**src/rtl/uart_rx.sv**
```systemverilog
// UART receiver: 8N1 (or 8E1/8O1 with UART_RX_PARITY_EN defined), mid-bit sampling,
// one-entry valid/ready output buffer, sticky framing/overrun(/parity) error flags.
module uart_rx #(
    parameter int unsigned CYCLES_PER_BIT = 868,
    parameter int unsigned SYNC_STAGES    = 2
`ifdef UART_RX_PARITY_EN
    ,
    parameter bit          PARITY_ODD     = 1'b0
`endif
) (
    input  logic       clk,
    input  logic       reset,
    input  logic       uart_rxd,
    output logic [7:0] rx_data,
    output logic       rx_valid,
    input  logic       rx_ready,
    output logic       rx_break,
    output logic       err_frame,
    output logic       err_overrun,
`ifdef UART_RX_PARITY_EN
    output logic       err_parity,
`endif
    input  logic       err_clear
);

    localparam int unsigned CntW = $clog2(CYCLES_PER_BIT);
    localparam logic [CntW-1:0] HalfCnt = CntW'(CYCLES_PER_BIT / 2 - 1);
    localparam logic [CntW-1:0] FullCnt = CntW'(CYCLES_PER_BIT - 1);

    typedef enum logic [2:0] {StIdle, StStart, StData, StParity, StStop} state_e;

    state_e                 state_q;
    logic [SYNC_STAGES-1:0] sync_q;
    logic [CntW-1:0]        cnt_q;
    logic [2:0]             bit_idx_q;
    logic [7:0]             shift_q;
    logic                   par_bit_q;
    logic                   wait_high_q;
    logic                   rxs;
    logic                   parity_ok;

    assign rxs = sync_q[SYNC_STAGES-1];

`ifdef UART_RX_PARITY_EN
    assign parity_ok = ((^shift_q) ^ par_bit_q) == PARITY_ODD;
`else
    assign parity_ok = 1'b1;
`endif

    always_ff @(posedge clk or posedge reset) begin
        if (reset) begin
            state_q     <= StIdle;
            sync_q      <= '1;
            cnt_q       <= '0;
            bit_idx_q   <= 3'd0;
            shift_q     <= 8'h00;
            par_bit_q   <= 1'b0;
            wait_high_q <= 1'b0;
            rx_data     <= 8'h00;
            rx_valid    <= 1'b0;
            rx_break    <= 1'b0;
            err_frame   <= 1'b0;
            err_overrun <= 1'b0;
`ifdef UART_RX_PARITY_EN
            err_parity  <= 1'b0;
`endif
        end else begin
            sync_q   <= {sync_q[SYNC_STAGES-2:0], uart_rxd};
            rx_break <= 1'b0;
            if (rx_valid && rx_ready) rx_valid <= 1'b0;
            // Clears come first so a same-cycle error event below overrides them.
            if (err_clear) begin
                err_frame   <= 1'b0;
                err_overrun <= 1'b0;
`ifdef UART_RX_PARITY_EN
                err_parity  <= 1'b0;
`endif
            end

            unique case (state_q)
                StIdle: begin
                    cnt_q     <= '0;
                    bit_idx_q <= 3'd0;
                    // After a bad stop bit, a held-low line must go high before re-arming.
                    if (rxs) wait_high_q <= 1'b0;
                    else if (!wait_high_q) state_q <= StStart;
                end
                StStart: begin
                    if (cnt_q == HalfCnt) begin
                        cnt_q   <= '0;
                        state_q <= rxs ? StIdle : StData;
                    end else begin
                        cnt_q <= cnt_q + CntW'(1);
                    end
                end
                StData: begin
                    if (cnt_q == FullCnt) begin
                        cnt_q     <= '0;
                        shift_q   <= {rxs, shift_q[7:1]};
                        bit_idx_q <= bit_idx_q + 3'd1;
                        if (bit_idx_q == 3'd7) begin
`ifdef UART_RX_PARITY_EN
                            state_q <= StParity;
`else
                            state_q <= StStop;
`endif
                        end
                    end else begin
                        cnt_q <= cnt_q + CntW'(1);
                    end
                end
                StParity: begin
                    if (cnt_q == FullCnt) begin
                        cnt_q     <= '0;
                        par_bit_q <= rxs;
                        state_q   <= StStop;
                    end else begin
                        cnt_q <= cnt_q + CntW'(1);
                    end
                end
                StStop: begin
                    if (cnt_q == FullCnt) begin
                        cnt_q   <= '0;
                        state_q <= StIdle;
                        if (rxs) begin
                            if (!parity_ok) begin
`ifdef UART_RX_PARITY_EN
                                err_parity <= 1'b1;
`endif
                            end else if (!rx_valid || rx_ready) begin
                                rx_data  <= shift_q;
                                rx_valid <= 1'b1;
                            end else begin
                                err_overrun <= 1'b1;
                            end
                        end else begin
                            err_frame   <= 1'b1;
                            wait_high_q <= 1'b1;
                            if (shift_q == 8'h00) rx_break <= 1'b1;
                        end
                    end else begin
                        cnt_q <= cnt_q + CntW'(1);
                    end
                end
                default: state_q <= StIdle;
            endcase
        end
    end

endmodule

```
**config.mk**
```make
export PLATFORM = sky130hd
export DESIGN_NAME = uart_rx
export DESIGN_NICKNAME = d
export VERILOG_FILES = /design/src/rtl/uart_rx.sv
export SDC_FILE = /design/constraint.sdc
export NUM_CORES = 1
export LEC_CHECK = 0
export ABC_AREA = 1
export BUFFER_PORTS_ARGS = -buffer_cell sky130_fd_sc_hd__buf_2
export CAP_MARGIN = 10
export CORE_ASPECT_RATIO = 0.7
export CORE_MARGIN = 3
export CORE_UTILIZATION = 45
export CTS_CLUSTER_DIAMETER = 150
export DETAILED_ROUTE_END_ITERATION = 12
export SYNTH_ARGS = -nofsm -noshare
export SYNTH_HDL_FRONTEND = slang
export SYNTH_SLANG_ARGS = --single-unit
export TNS_END_PERCENT = 50
```
**constraint.sdc**
```tcl
create_clock -name clk -period 2.8 [get_ports clk]
set_input_delay 0.14 -clock clk [delete_from_list [all_inputs] [get_ports clk]]
set_output_delay 0.14 -clock clk [all_outputs]
set_load 0.02 [all_outputs]
```
Word-level counts from Yosys, hierarchy flattened
Index checks and enable logic that the tools add are counted.
{"block": "word_totals", "regBits": 39, "input_bits": 5, "output_inout_bits": 12, "wordCells": 79}
{"block": "classes", "n_addsub": 2, "n_eq_ne": 16, "n_mux": 36, "reduce_logical": 14}
{"op": "10-bit case mux with 3 select lines", "count": 1}
{"op": "3-bit 2-to-1 mux", "count": 8}
{"op": "1-bit 2-to-1 mux", "count": 21}
{"op": "10-bit 2-to-1 mux", "count": 2}
{"op": "2-bit inequality test (second input constant)", "count": 9}
{"op": "3-bit case mux with 5 select lines", "count": 1}
{"op": "10-bit by 1-bit adder with 10-bit output (second input constant)", "count": 1}
{"op": "10-bit == test (second input constant)", "count": 1}
{"op": "10-bit by 9-bit == test with 1-bit output (second input constant)", "count": 1}
{"op": "8-bit logical NOT", "count": 1}
{"op": "4-bit AND reduction", "count": 2}
{"op": "7-bit AND reduction", "count": 1}
{"op": "3-bit by 2-bit == test with 1-bit output (second input constant)", "count": 2}
{"op": "3-bit == test (second input constant)", "count": 2}
{"op": "3-bit case mux with 2 select lines", "count": 1}
{"op": "2-bit AND reduction", "count": 2}
{"op": "2-bit nonzero test", "count": 2}
{"op": "3-bit by 1-bit adder with 3-bit output (second input constant)", "count": 1}
{"op": "3-bit by 1-bit == test with 1-bit output (second input constant)", "count": 1}
{"op": "3-bit logical NOT", "count": 1}
{"op": "3-bit nonzero test", "count": 1}
{"op": "3-bit OR reduction", "count": 1}
{"op": "2-bit 2-to-1 mux", "count": 1}
{"op": "1-bit case mux with 2 select lines", "count": 1}
{"op": "3 further kinds", "count": 3}

Logic depth before layout (Yosys ltp)
Gate-level depths: netlist of run 1.
{"block": "depth", "ltp_word": 6, "mapped_depth": 9, "depth_no_buf": 9}

Worst setup path before layout of run 1
No wires, ideal clock.
{"block": "synth_path", "path_kind": "register to register", "from": "register cnt_q[0]", "to": "register rx_data[0]", "arrival_time_ns": 1.285, "required_time_ns": 2.683, "setup_slack_ns": 1.398, "path_stages_with_launch": 10, "n_path_buf": 1, "cell_sequence": "dfrtp_1 > ha_1 > nand2_1 > nor2_2 > nand2_4 > inv_4 > nand3_4 > buf_6 > nand2_2 > o21ai_2"}
{"block": "synth_via", "elab_chain_len": 2}
{"item": "start: declaration", "line_no": "34", "source": "logic [CntW-1:0] cnt_q;"}
{"item": "start signal: assignment", "line_no": "93", "source": "cnt_q <= cnt_q + CntW'(1);"}
{"item": "start signal: assignment", "line_no": "109", "source": "cnt_q <= cnt_q + CntW'(1);"}
{"item": "start signal: assignment", "line_no": "118", "source": "cnt_q <= cnt_q + CntW'(1);"}
{"item": "10-bit == test", "line_no": "122", "source": "if (cnt_q == FullCnt) begin"}
{"item": "4-bit AND reduction (no source line)"}
{"item": "end signal: assignment", "line_no": "131", "source": "rx_data <= shift_q;"}
{"item": "end: declaration", "line_no": "14", "source": "output logic [7:0] rx_data,"}
No other way between the ends.
A chain may end at the register's enable or synchronous reset.

Worst setup path in the final report of run 1
{"block": "layout_path", "from": "register cnt_q[0]", "to": "register bit_idx_q[1]"}
{"block": "layout_via", "elab_chain_len": 3}
{"item": "10-bit == test", "line_no": "97", "source": "if (cnt_q == FullCnt) begin"}
{"item": "2-bit inequality test (no source line)"}
{"item": "2-bit AND reduction (no source line)"}
{"item": "end signal: assignment", "line_no": "100", "source": "bit_idx_q <= bit_idx_q + 3'd1;"}
{"item": "end: declaration", "line_no": "35", "source": "logic [2:0] bit_idx_q;"}
No other way between the ends.

==> run_results.csv, run 1 <==
group,metric,value,unit
synth,syn-num-nets,249,
clock_tree,clock_path_buffers,2,
synth,synth_top_family_by_area,"simple AND/OR/NAND/NOR gates",
synth,syn_avg_cell_area,8.399,um2
floorplanning,start_util,0.4901,
timing,slew_violations,0,
synth,synth.area.mux_share,0,
synth,synth_cells,240,
synth,synth-xor-area-share,0.01738,
floorplanning,die_w,86.00,um
synth,ys_ff_latch,39,
critical_path,crit_fanout,16,
clock_tree,ctsHtreeMaxLevel,2,
critical_path,arrival,1.76,ns
critical_path,crit_path_start_kind,"register",
clock_tree,clk_transition_reported_paths,0.08,ns
timing,post-route-period-util,0.5637,
timing,hold_viol,0,
timing,fin_skew,0.007921,ns
power_and_ir_drop,powerDensity,470.0,nW/um2
timing,period_minus_slack,1.578,ns
synth,synth_compound_area_frac,0.06269,
route,post_drt_wl_per_cell,12.09,um
finish,syn2layout_area_growth,13.04,%
timing,setup_slack,1.222,ns
timing,fin_tns_setup,0,ns
place,routabilityCongestion,0.7982,
floorplanning,fp-row-count,19,
timing,slew_headroom,0.6150,
timing,holdWs,0.07579,ns
route,antenna_left,0,
finish,n_antenna_cell,0,
place,dp_slack,1.233,ns
floorplanning,ios,17,
finish,final_nets,273,
synth,yosys_warnings,0,
global_routing,track_usage,0.1600,
floorplanning,core,4113,um2
clock_tree,clock_sinks,39,
timing,setup_violations,0,
global_routing,grt_pass1_wl,6.410,mm
route,drc_errors,0,
global_routing,grt_max_degree,40,
timing,clock.fmax,633.6,MHz
synth,yosys.area_share.simple,0.3191,
worst_hold_path,min_path_cells,4,
floorplanning,dieArea,5331,um2
critical_path,cp-end-kind,"register",
clock_tree,numCtsBuffers,5,
synth,synthDistinctLibCells,28,
finish,stdcell_count,317,
power_and_ir_drop,leakagePower,1.217,nW
clock_tree,clockRootBuffer,"clkbuf_8",
finish,drive_gt1_frac,0.2491,
global_routing,grt_antenna_before_repair,0,
clock_tree,cts_tree,"yes",
global_routing,grt_pass1_vias,1298,
route,avgViaCountPerCell,4.672,
critical_path,critical_path_class,"register to register",
outcome,status,"finished, final reports clean",
clock_tree,clk_latency,0.29,ns
route,vias,1481,
route,routed_wl,3.832,mm
place,hpwlAfterDp,2.835,mm
critical_path,worst_ep_required_time,2.98,ns
timing,tightest_slew,0.5731,ns
synth,synth_area,2016,um2
critical_path,worstRegToRegCells,8,
global_routing,grt-ovfl-total,0,
floorplanning,die_y,62.00,um
flow_run,drv_cap,0,
place,port_buffers,16,
synth,synth-adder-area-share,0.02483,
place,place_inst,307,
route,drtIter0Drc,106,
clock_tree,post_cts_buffers,0,
synth,seq_area_frac_synth,0.4854,
finish,utilization,0.5540,
timing,rsz0062_at_grt,"false",
power_and_ir_drop,peakVddDrop,0.0004448,V
route,drt_pass1_iterations,5,
worst_hold_path,min-delay-path-class,"input pin to register",
==> final cells by class <==
class,count,area (um2)
clock buffers,5,68.82
clock inverters,3,47.55
fillers,375,1834
inverters,41,156.4
multi-input cells,158,854.6
flip-flops and latches,39,978.4
well taps,52,65.06
repair buffers,19,107.6
==> what timing repair did <==
action / CTS / global route
hold buffers: 2 / 0
gates resized for setup: 0 / 0
hold endpoints to repair: 38 / 0
==> cells by family (layout without fill, tap and decap cells) <==
logic type,Yosys count,in the layout
buffers and inverters,43,68
AOI/OAI and AO/OA,18,18
xor gates and xnor gates,4,4
and+or+nand+nor,132,132
adders and majority gates,4,4
DFF,39,39
==> path summary, 6_finish.rpt <==
kind,endpoint,start,slack [ns]
worst max-delay path,bit_idx_q[1]$_DFFE_PP0P_,cnt_q[0]$_DFFE_PP0P_,1.22
worst min-delay path,err_frame$_DFF_PP0_,err_clear,0.08
worst max register to register,bit_idx_q[1]$_DFFE_PP0P_,cnt_q[0]$_DFFE_PP0P_,1.22
worst min register to register,sync_q[1]$_DFF_PP1_,sync_q[0]$_DFF_PP1_,0.36
max in group asynchronous,sync_q[1]$_DFF_PP1_,reset,1.95
min in group asynchronous,rx_data[0]$_DFFE_PP0P_,reset,0.49
==> through the flow <==
step	area (um2)	power, mW
2_1_floorplan	2016	0.5875
6_report	2278	1.071
3_5_place_dp	2142	0.5950
4_1_cts	2278	1.083
5_1_grt	2278	1.114
3_3_place_gp	2142	0.5951
==> layer usage <==
layer  up-vias  track usage  part of all wire  routed length [um]
met2        25       0.1932              0.37                1407
met1       666       0.2599              0.57                2196
li1        785            -                 -                   -
met3         5      0.05007             0.049                 187
met4         0      0.04740             0.011                  41
met5         -            0                 0                   0
==> worst max-delay path, stage by stage (launching register included) <==
cell	delay, ns
dfrtp_1	0.41
ha_1	0.22
nand2_1	0.08
nor2_2	0.14
nand2_4	0.11
nor2_8	0.25
inv_2	0.12
nand3_1	0.08
nand2_1	0.05
==> report_power, final <==
part | switching, mW | internal (mW) | total [mW]
Combinational | 0.0136 | 0.00568 | 0.0193
Sequential | 0.000338 | 0.565 | 0.566
Clock | 0.216 | 0.270 | 0.486
==> Yosys cell counts, drive strengths merged <==
cell type,n,share of area
ha,4,0.025
nand3,16,0.046
nand4,4,0.012
o21bai,1,0.0037
buf,2,0.013
nor2,25,0.071
nand2,81,0.17
dfstp,2,0.026
nor3,2,0.0074
xor2,4,0.017
inv,41,0.078
o21ai,17,0.059
and2,1,0.0031
dfrtp,37,0.46
nand3b,1,0.0037
nor4,2,0.0062
==> state kept, by name, indices dropped and copies added, names as in the netlist <==
register     flops
sync_q           2
err_overrun      1
cnt_q           10
wait_high_q      1
err_frame        1
rx_data          8
state_q          3
rx_break         1
bit_idx_q        3
shift_q          8
rx_valid         1
==> placed cells by master, fill, tap and decap left out, drive strengths merged, types with 2 or more instances in the layout <==
master	netlist	layout
nand2	81	81
inv	41	42
dfrtp	37	37
nor2	25	25
buf	2	17
o21ai	17	17
nand3	16	16
clkbuf	0	5
nand4	4	4
xor2	4	4
ha	4	4
nor4	2	2
dlygate4sd3	0	2
dfstp	2	2
nor3	2	2
(Power assumes the default switching activity.)
==> run 2: changes to the inputs <==
==> constraint.sdc (replaced) <==
create_clock -name clk -period 1.5 [get_ports clk]
set_input_delay 0.075 -clock clk [delete_from_list [all_inputs] [get_ports clk]]
set_output_delay 0.075 -clock clk [all_outputs]
set_load 0.02 [all_outputs]
==> run 2 against run 1 <==
Compared with the run above: die area is the same; critical endpoint is now shift_q[3]$_DFFE_PP0P_; wire length is 15% higher; cell count up 4.7%; count of clock-buffer cells in the layout unchanged.
==> run_results.csv, run 2 (synthesis gave the netlist of run 1 again) <==
group,metric,value,unit
power_and_ir_drop,powerDensity,845.3,nW/um2
finish,final_cell_mix,"nand2_1, dfrtp_1, inv_1",
timing,hold_viol,0,
route,post_drt_wl_per_cell,13.26,um
clock_tree,clock_sinks,39,
timing,clock.fmax,671.7,MHz
clock_tree,clk_latency,0.30,ns
critical_path,cpPeakStageDelay,0.43,ns
worst_hold_path,min-delay-path-class,"input pin to register",
global_routing,grt_antenna_before_repair,0,
finish,fin_area,2552,um2
critical_path,reg2reg_slack,0.01,ns
clock_tree,ctsHtreeMaxLevel,2,
critical_path,cp-end-kind,"register",
place,place_area,2242,um2
route,drt_pass1_iterations,4,
floorplanning,die_y,62.00,um
timing,period_minus_slack,1.489,ns
clock_tree,clockRootBuffer,"clkbuf_8",
place,place_inst,317,
floorplanning,die_w,86.00,um
finish,reg_top3,"cnt_q (10), rx_data (8), shift_q (8)",
finish,layout_commonest_cell,"nand2_1",
critical_path,slowest_stage,"dfrtp_2",
global_routing,track_usage,0.1752,
timing,setup_violations,0,
critical_path,crit_path_start_kind,"register",
route,antenna_left,0,
clock_tree,cts_tree,"yes",
floorplanning,core,4113,um2
route,vias,1572,
critical_path,arrival,1.68,ns
power_and_ir_drop,power.total,2.158,mW
timing,post-route-period-util,0.9925,
critical_path,worst_ep_required_time,1.69,ns
power_and_ir_drop,leakagePower,1.336,nW
timing,fin_tns_setup,0,ns
place,hpwlAfterDp,2.989,mm
place,routabilityCongestion,0.8644,
finish,drive_gt1_frac,0.3357,
global_routing,grt-ovfl-total,0,
global_routing,grt_max_degree,40,
critical_path,crit_fanout,6,
global_routing,grt_pass1_vias,1421,
finish,n_antenna_cell,0,
place,port_buffers,16,
clock_tree,clock_path_buffers,2,
finish,syn2layout_area_growth,26.63,%
timing,tightest_slew,0.5057,ns
timing,rsz0062_at_grt,"true",
route,drc_errors,0,
global_routing,grt_pass1_wl,6.920,mm
floorplanning,ios,17,
outcome,status,"finished, final reports clean",
finish,largest_reg_flops,10,
flow_run,drv_cap,0,
floorplanning,dieArea,5331,um2
route,routed_wl,4.401,mm
route,drtIter0Drc,91,
timing,slew_violations,0,
timing,slew_headroom,0.6629,
finish,stdcell_count,332,
clock_tree,clk_transition_reported_paths,0.08,ns
floorplanning,start_util,0.4901,
route,avgViaCountPerCell,4.735,
critical_path,path_cells,"ha_2 -> nand2_2 -> nor2_4 -> nand2_4 -> nor2_8 -> clkbuf_16 -> o21ai_2",
finish,final_nets,288,
critical_path,critical_path_class,"register to register",
power_and_ir_drop,peakVddDrop,0.0005558,V
clock_tree,numCtsBuffers,5,
timing,fin_skew,0.01002,ns
finish,top_register,"cnt_q",
floorplanning,fp-row-count,19,
## run 2: layout make-up
cell class | instances | area, um2
clock buffers | 5 | 68.82
flip-flops and latches | 39 | 979.7
multi-input cells | 159 | 949.7
clock inverters | 3 | 67.56
repair buffers | 33 | 262.8
inverters | 41 | 158.9
well taps | 52 | 65.06
fillers | 366 | 1560
## run 2: worst paths after layout
path | start | endpoint | cells past startpoint
max in group asynchronous | reset | cnt_q[0]$_DFFE_PP0P_ | 4
setup reg to reg | cnt_q[0]$_DFFE_PP0P_ | shift_q[3]$_DFFE_PP0P_ | 7
min in group asynchronous | reset | shift_q[3]$_DFFE_PP0P_ | 4
setup / recovery | cnt_q[0]$_DFFE_PP0P_ | shift_q[3]$_DFFE_PP0P_ | 7
hold / removal | err_clear | err_frame$_DFF_PP0_ | 4
hold reg to reg | sync_q[0]$_DFF_PP1_ | sync_q[1]$_DFF_PP1_ | 0
## run 2: routing by layer
metal / vias up / track usage / wire length [um]
met5: - / 0 / 0
met4: 0 / 0.04063 / 0
met3: 0 / 0.05929 / 161
met2: 24 / 0.2206 / 1783
met1: 725 / 0.2792 / 2455
li1: 823 / - / -
## run 2: power breakdown
part	switching [mW]	leakage [nW]	internal, mW
registers	0.000714	0.522	1.06
logic	0.0268	0.750	0.0123
clock network	0.399	0.0644	0.664
## run 2: timing repair
| action | CTS | global route |
|---|---|---|
| hold buffers | 2 | 0 |
| cloned | 1 | 1 |
| hold endpoints to repair | 38 | 0 |
| resized for setup | 3 | 21 |
| setup endpoints to repair | 13 | 29 |
| buffers inserted | 0 | 3 |
| pin swaps | 1 | 6 |
## run 2: per-stage QoR
stage	worst slack, ns	hold WS, ns	utilization
final	0.01118	0.02594	0.6206
after global routing	-0.05561	0.02383	0.6206
after CTS	0.01314	0.009949	0.5893
after detailed placement	-0.03591	0.1819	0.5452
after global placement	0.006758	0.1811	0.5452
after floorplan	0.09806	0.07948	-
## run 2: critical path: cells and delay by family (launching register included)
kind | cells | cell delay, ns
buffers and inverters | 1 | 0.19
flip-flops | 1 | 0.43
adder cells (fa/ha/maj) | 1 | 0.22
AO/OA/AOI/OAI | 1 | 0.05
AND/OR/NAND/NOR | 4 | 0.50
==> run 3: changes to the inputs <==
--- a/config.mk
+++ b/config.mk
@@ -5,7 +5,7 @@
 export SDC_FILE = /design/constraint.sdc
 export NUM_CORES = 1
 export LEC_CHECK = 0
-export ABC_AREA = 1
+export ABC_AREA = 0
 export BUFFER_PORTS_ARGS = -buffer_cell sky130_fd_sc_hd__buf_2
 export CAP_MARGIN = 10
 export CORE_ASPECT_RATIO = 0.7
==> run 3 against run 2 <==
Compared with the run above: the flow now finishes with violations (setup timing); total power is 7.6% lower; via count is 7.6% lower; first-iteration DRC count is 25% higher; core utilization is 5.1 points higher; non-clock buffer count is 30 higher; register-to-register slack worse by 0.43 ns; critical path type unchanged; critical endpoint is now state_q[0]$_DFFE_PP0P_.
==> run_results.csv, run 3 <==
group,metric,value,unit
outcome,violations,"setup timing",
timing,slew_violations,0,
synth,yosys_warnings,0,
global_routing,track_usage,0.1860,
finish,top_register,"cnt_q",
synth,synth_cells,154,
timing,clock.fmax,521.9,MHz
floorplanning,ios,17,
finish,n_antenna_cell,0,
critical_path,crit_family,"simple AND/OR/NAND/NOR gates",
outcome,status,"complete, but fails checks",
clock_tree,clk_transition_reported_paths,0.08,ns
clock_tree,numCtsBuffers,5,
worst_hold_path,min-delay-path-class,"input pin to register",
synth,synth_common_cells,"dfrtp_1, nand2_1, mux2_2, mux2_1, a21oi_1",
synth,ys_ff_latch,39,
clock_tree,clk_latency,0.29,ns
synth,ys_async_sr_fraction,1.000,
clock_tree,clockRootBuffer,"clkbuf_8",
timing,setup_violations,35,
floorplanning,die_y,59.96,um
timing,hold_viol,0,
power_and_ir_drop,powerDensity,788.5,nW/um2
synth,synth_most_common_cell,"dfrtp_1",
global_routing,grt_max_degree,40,
floorplanning,start_util,0.4977,
synth,seq_area_frac_synth,0.5227,
timing,rsz0062_at_grt,"true",
finish,syn2layout_area_growth,35.03,%
critical_path,arrival,2.09,ns
clock_tree,clock_sinks,39,
place,port_buffers,16,
synth,syn_avg_cell_area,12.15,um2
finish,largest_reg_flops,10,
floorplanning,die_w,83.09,um
critical_path,critical_path_class,"register to register",
timing,fin_skew,0.01024,ns
finish,utilization,0.6720,
critical_path,slowest_stage,"dfrtp_1",
critical_path,cp-end-kind,"register",
clock_tree,clock_path_buffers,2,
critical_path,crit_path_start_kind,"register",
synth,synthTopCellsByArea,"dfrtp_1, mux2_2, mux2_1",
finish,reg_top3,"cnt_q (10), rx_data (8), shift_q (8)",
route,drc_errors,0,
synth,synthFlopType,"dfrtp_1",
synth,synth_area,1872,um2
critical_path,path_buf_inv,2,
power_and_ir_drop,leakagePower,1.288,nW
finish,layout_commonest_cell,"buf_4",
route,routed_wl,4.300,mm
timing,holdWs,0.05337,ns
critical_path,cpPeakStageDelay,0.41,ns
route,post_drt_wl_per_cell,15.93,um
critical_path,worst_ep_required_time,1.67,ns
floorplanning,fp-row-count,18,
flow_run,drv_cap,0,
route,antenna_left,0,
power_and_ir_drop,peakVddDrop,0.0006461,V
global_routing,grt_pass1_vias,1457,
finish,drive_gt1_frac,0.4409,
critical_path,path_cells,"inv_2 -> ha_4 -> or3b_4 -> o41ai_4 -> buf_6 -> nand3_4 -> mux2_4",
synth,synth-edff-count,0,
floorplanning,core,3761,um2
floorplanning,dieArea,4982,um2
synth,yosys.area.top_type,"dfrtp_1",
clock_tree,ctsHtreeMaxLevel,2,
place,routabilityCongestion,0.7987,
route,drtIter0Drc,114,
route,avgViaCountPerCell,5.378,
timing,tightest_slew,0.4830,ns
timing,slew_headroom,0.6780,
global_routing,grt_antenna_before_repair,0,
clock_tree,cts_tree,"yes",
place,hpwlAfterDp,3.100,mm
finish,final_nets,228,
timing,period_minus_slack,1.916,ns
timing,post-route-period-util,1.277,
route,drt_pass1_iterations,4,
global_routing,grt_pass1_wl,7.113,mm
synth,synth.top_cell.area_share,0.4947,
finish,final_cell_mix,"buf_4, dfrtp_1, buf_2",
synth,synthDistinctLibCells,49,
global_routing,grt-ovfl-total,0,
critical_path,crit_fanout,7,
finish,fillerInstances,273,
timing,setup_slack,-0.4160,ns
route,vias,1452,
synth,syn-num-nets,163,
run 3: changes by cell type in the layout (fill, tap and decap cells not counted), sizes merged, moves of 10 or more:
cell,before,now
inv,41,4
buf,30,61
nand2,81,13
o21ai,17,7
nand3,17,4
nor2,25,2
mux2,0,17
run 3: logic make-up after synthesis:
logic type	count (synthesis)	synth area share
buf+inv	9	0.02072
compound gates	30	0.1263
xor+xnor	3	0.01404
fa+ha+maj	4	0.02674
mux	20	0.1183
simple gates	49	0.1711
flops	39	0.5227
run 3: layout make-up:
class / instances / area, um2 / share of cell area
multi-input combinational: 106 / 912.1 / 0.3609
tap: 50 / 62.56 / 0.02475
sequential: 39 / 978.4 / 0.3871
clock buffer: 6 / 82.58 / 0.03267
timing repair buffer: 63 / 441.7 / 0.1748
inverter: 4 / 15.01 / 0.005941
clock inverter: 2 / 35.03 / 0.01386
run 3: final timing paths:
path / from / end / slack [ns] / cells past startpoint
setup / recovery: cnt_q[1]$_DFFE_PP0P_ / state_q[0]$_DFFE_PP0P_ / -0.42 / 7
hold / removal: err_clear / err_overrun$_DFF_PP0_ / 0.05 / 3
setup reg to reg: cnt_q[1]$_DFFE_PP0P_ / state_q[0]$_DFFE_PP0P_ / -0.42 / 7
hold reg to reg: sync_q[0]$_DFF_PP1_ / sync_q[1]$_DFF_PP1_ / 0.36 / 0
max in group asynchronous: reset / sync_q[1]$_DFF_PP1_ / 0.71 / 4
min in group asynchronous: reset / err_overrun$_DFF_PP0_ / 0.43 / 4
run 3: repair_timing:
action,CTS,global route
hold endpoints to repair,38,0
endpoints found under the setup margin,35,36
setup buffers,2,2
resized for setup,5,7
pin swaps,2,0
hold buffers,2,0
run 3: worst reg2reg max path: cells and delay by family (launching register included):
kind / cells / cell delay, ns
simple gates: 2 / 0.46
fa+ha+maj: 1 / 0.12
buf+inv: 2 / 0.27
mux: 1 / 0.32
compound gates: 1 / 0.23
flops: 1 / 0.41
run 3: stage by stage:
step	instances	power (mW)	worst slack (ns)	TNS, ns	instance area (um2)
global route	270	2.068	-0.4889	-14.82	2527
floorplan	154	1.097	-0.3773	-8.446	1884
finish	270	1.993	-0.4160	-11.04	2527
CTS	268	2.005	-0.3947	-9.731	2480
detailed placement	256	1.111	-0.4102	-10.13	2311
global placement	256	1.110	-0.3489	-8.865	2311
run 3: metal layers:
layer / wire length, um / up-vias / track usage
met5: 0 / - / 0
met4: 39 / 0 / 0.05594
met3: 217 / 4 / 0.04270
met2: 1984 / 28 / 0.2911
met1: 2058 / 715 / 0.2611
li1: - / 705 / -
run 3: power breakdown:
part / internal [mW] / switching [mW] / total (mW) / leakage [nW]
registers: 1.06 / 0.00354 / 1.06 / 0.523
logic: 0.0105 / 0.0225 / 0.0330 / 0.704
clock network: 0.538 / 0.362 / 0.901 / 0.0612
total: 1.60 / 0.388 / 1.99 / 1.29
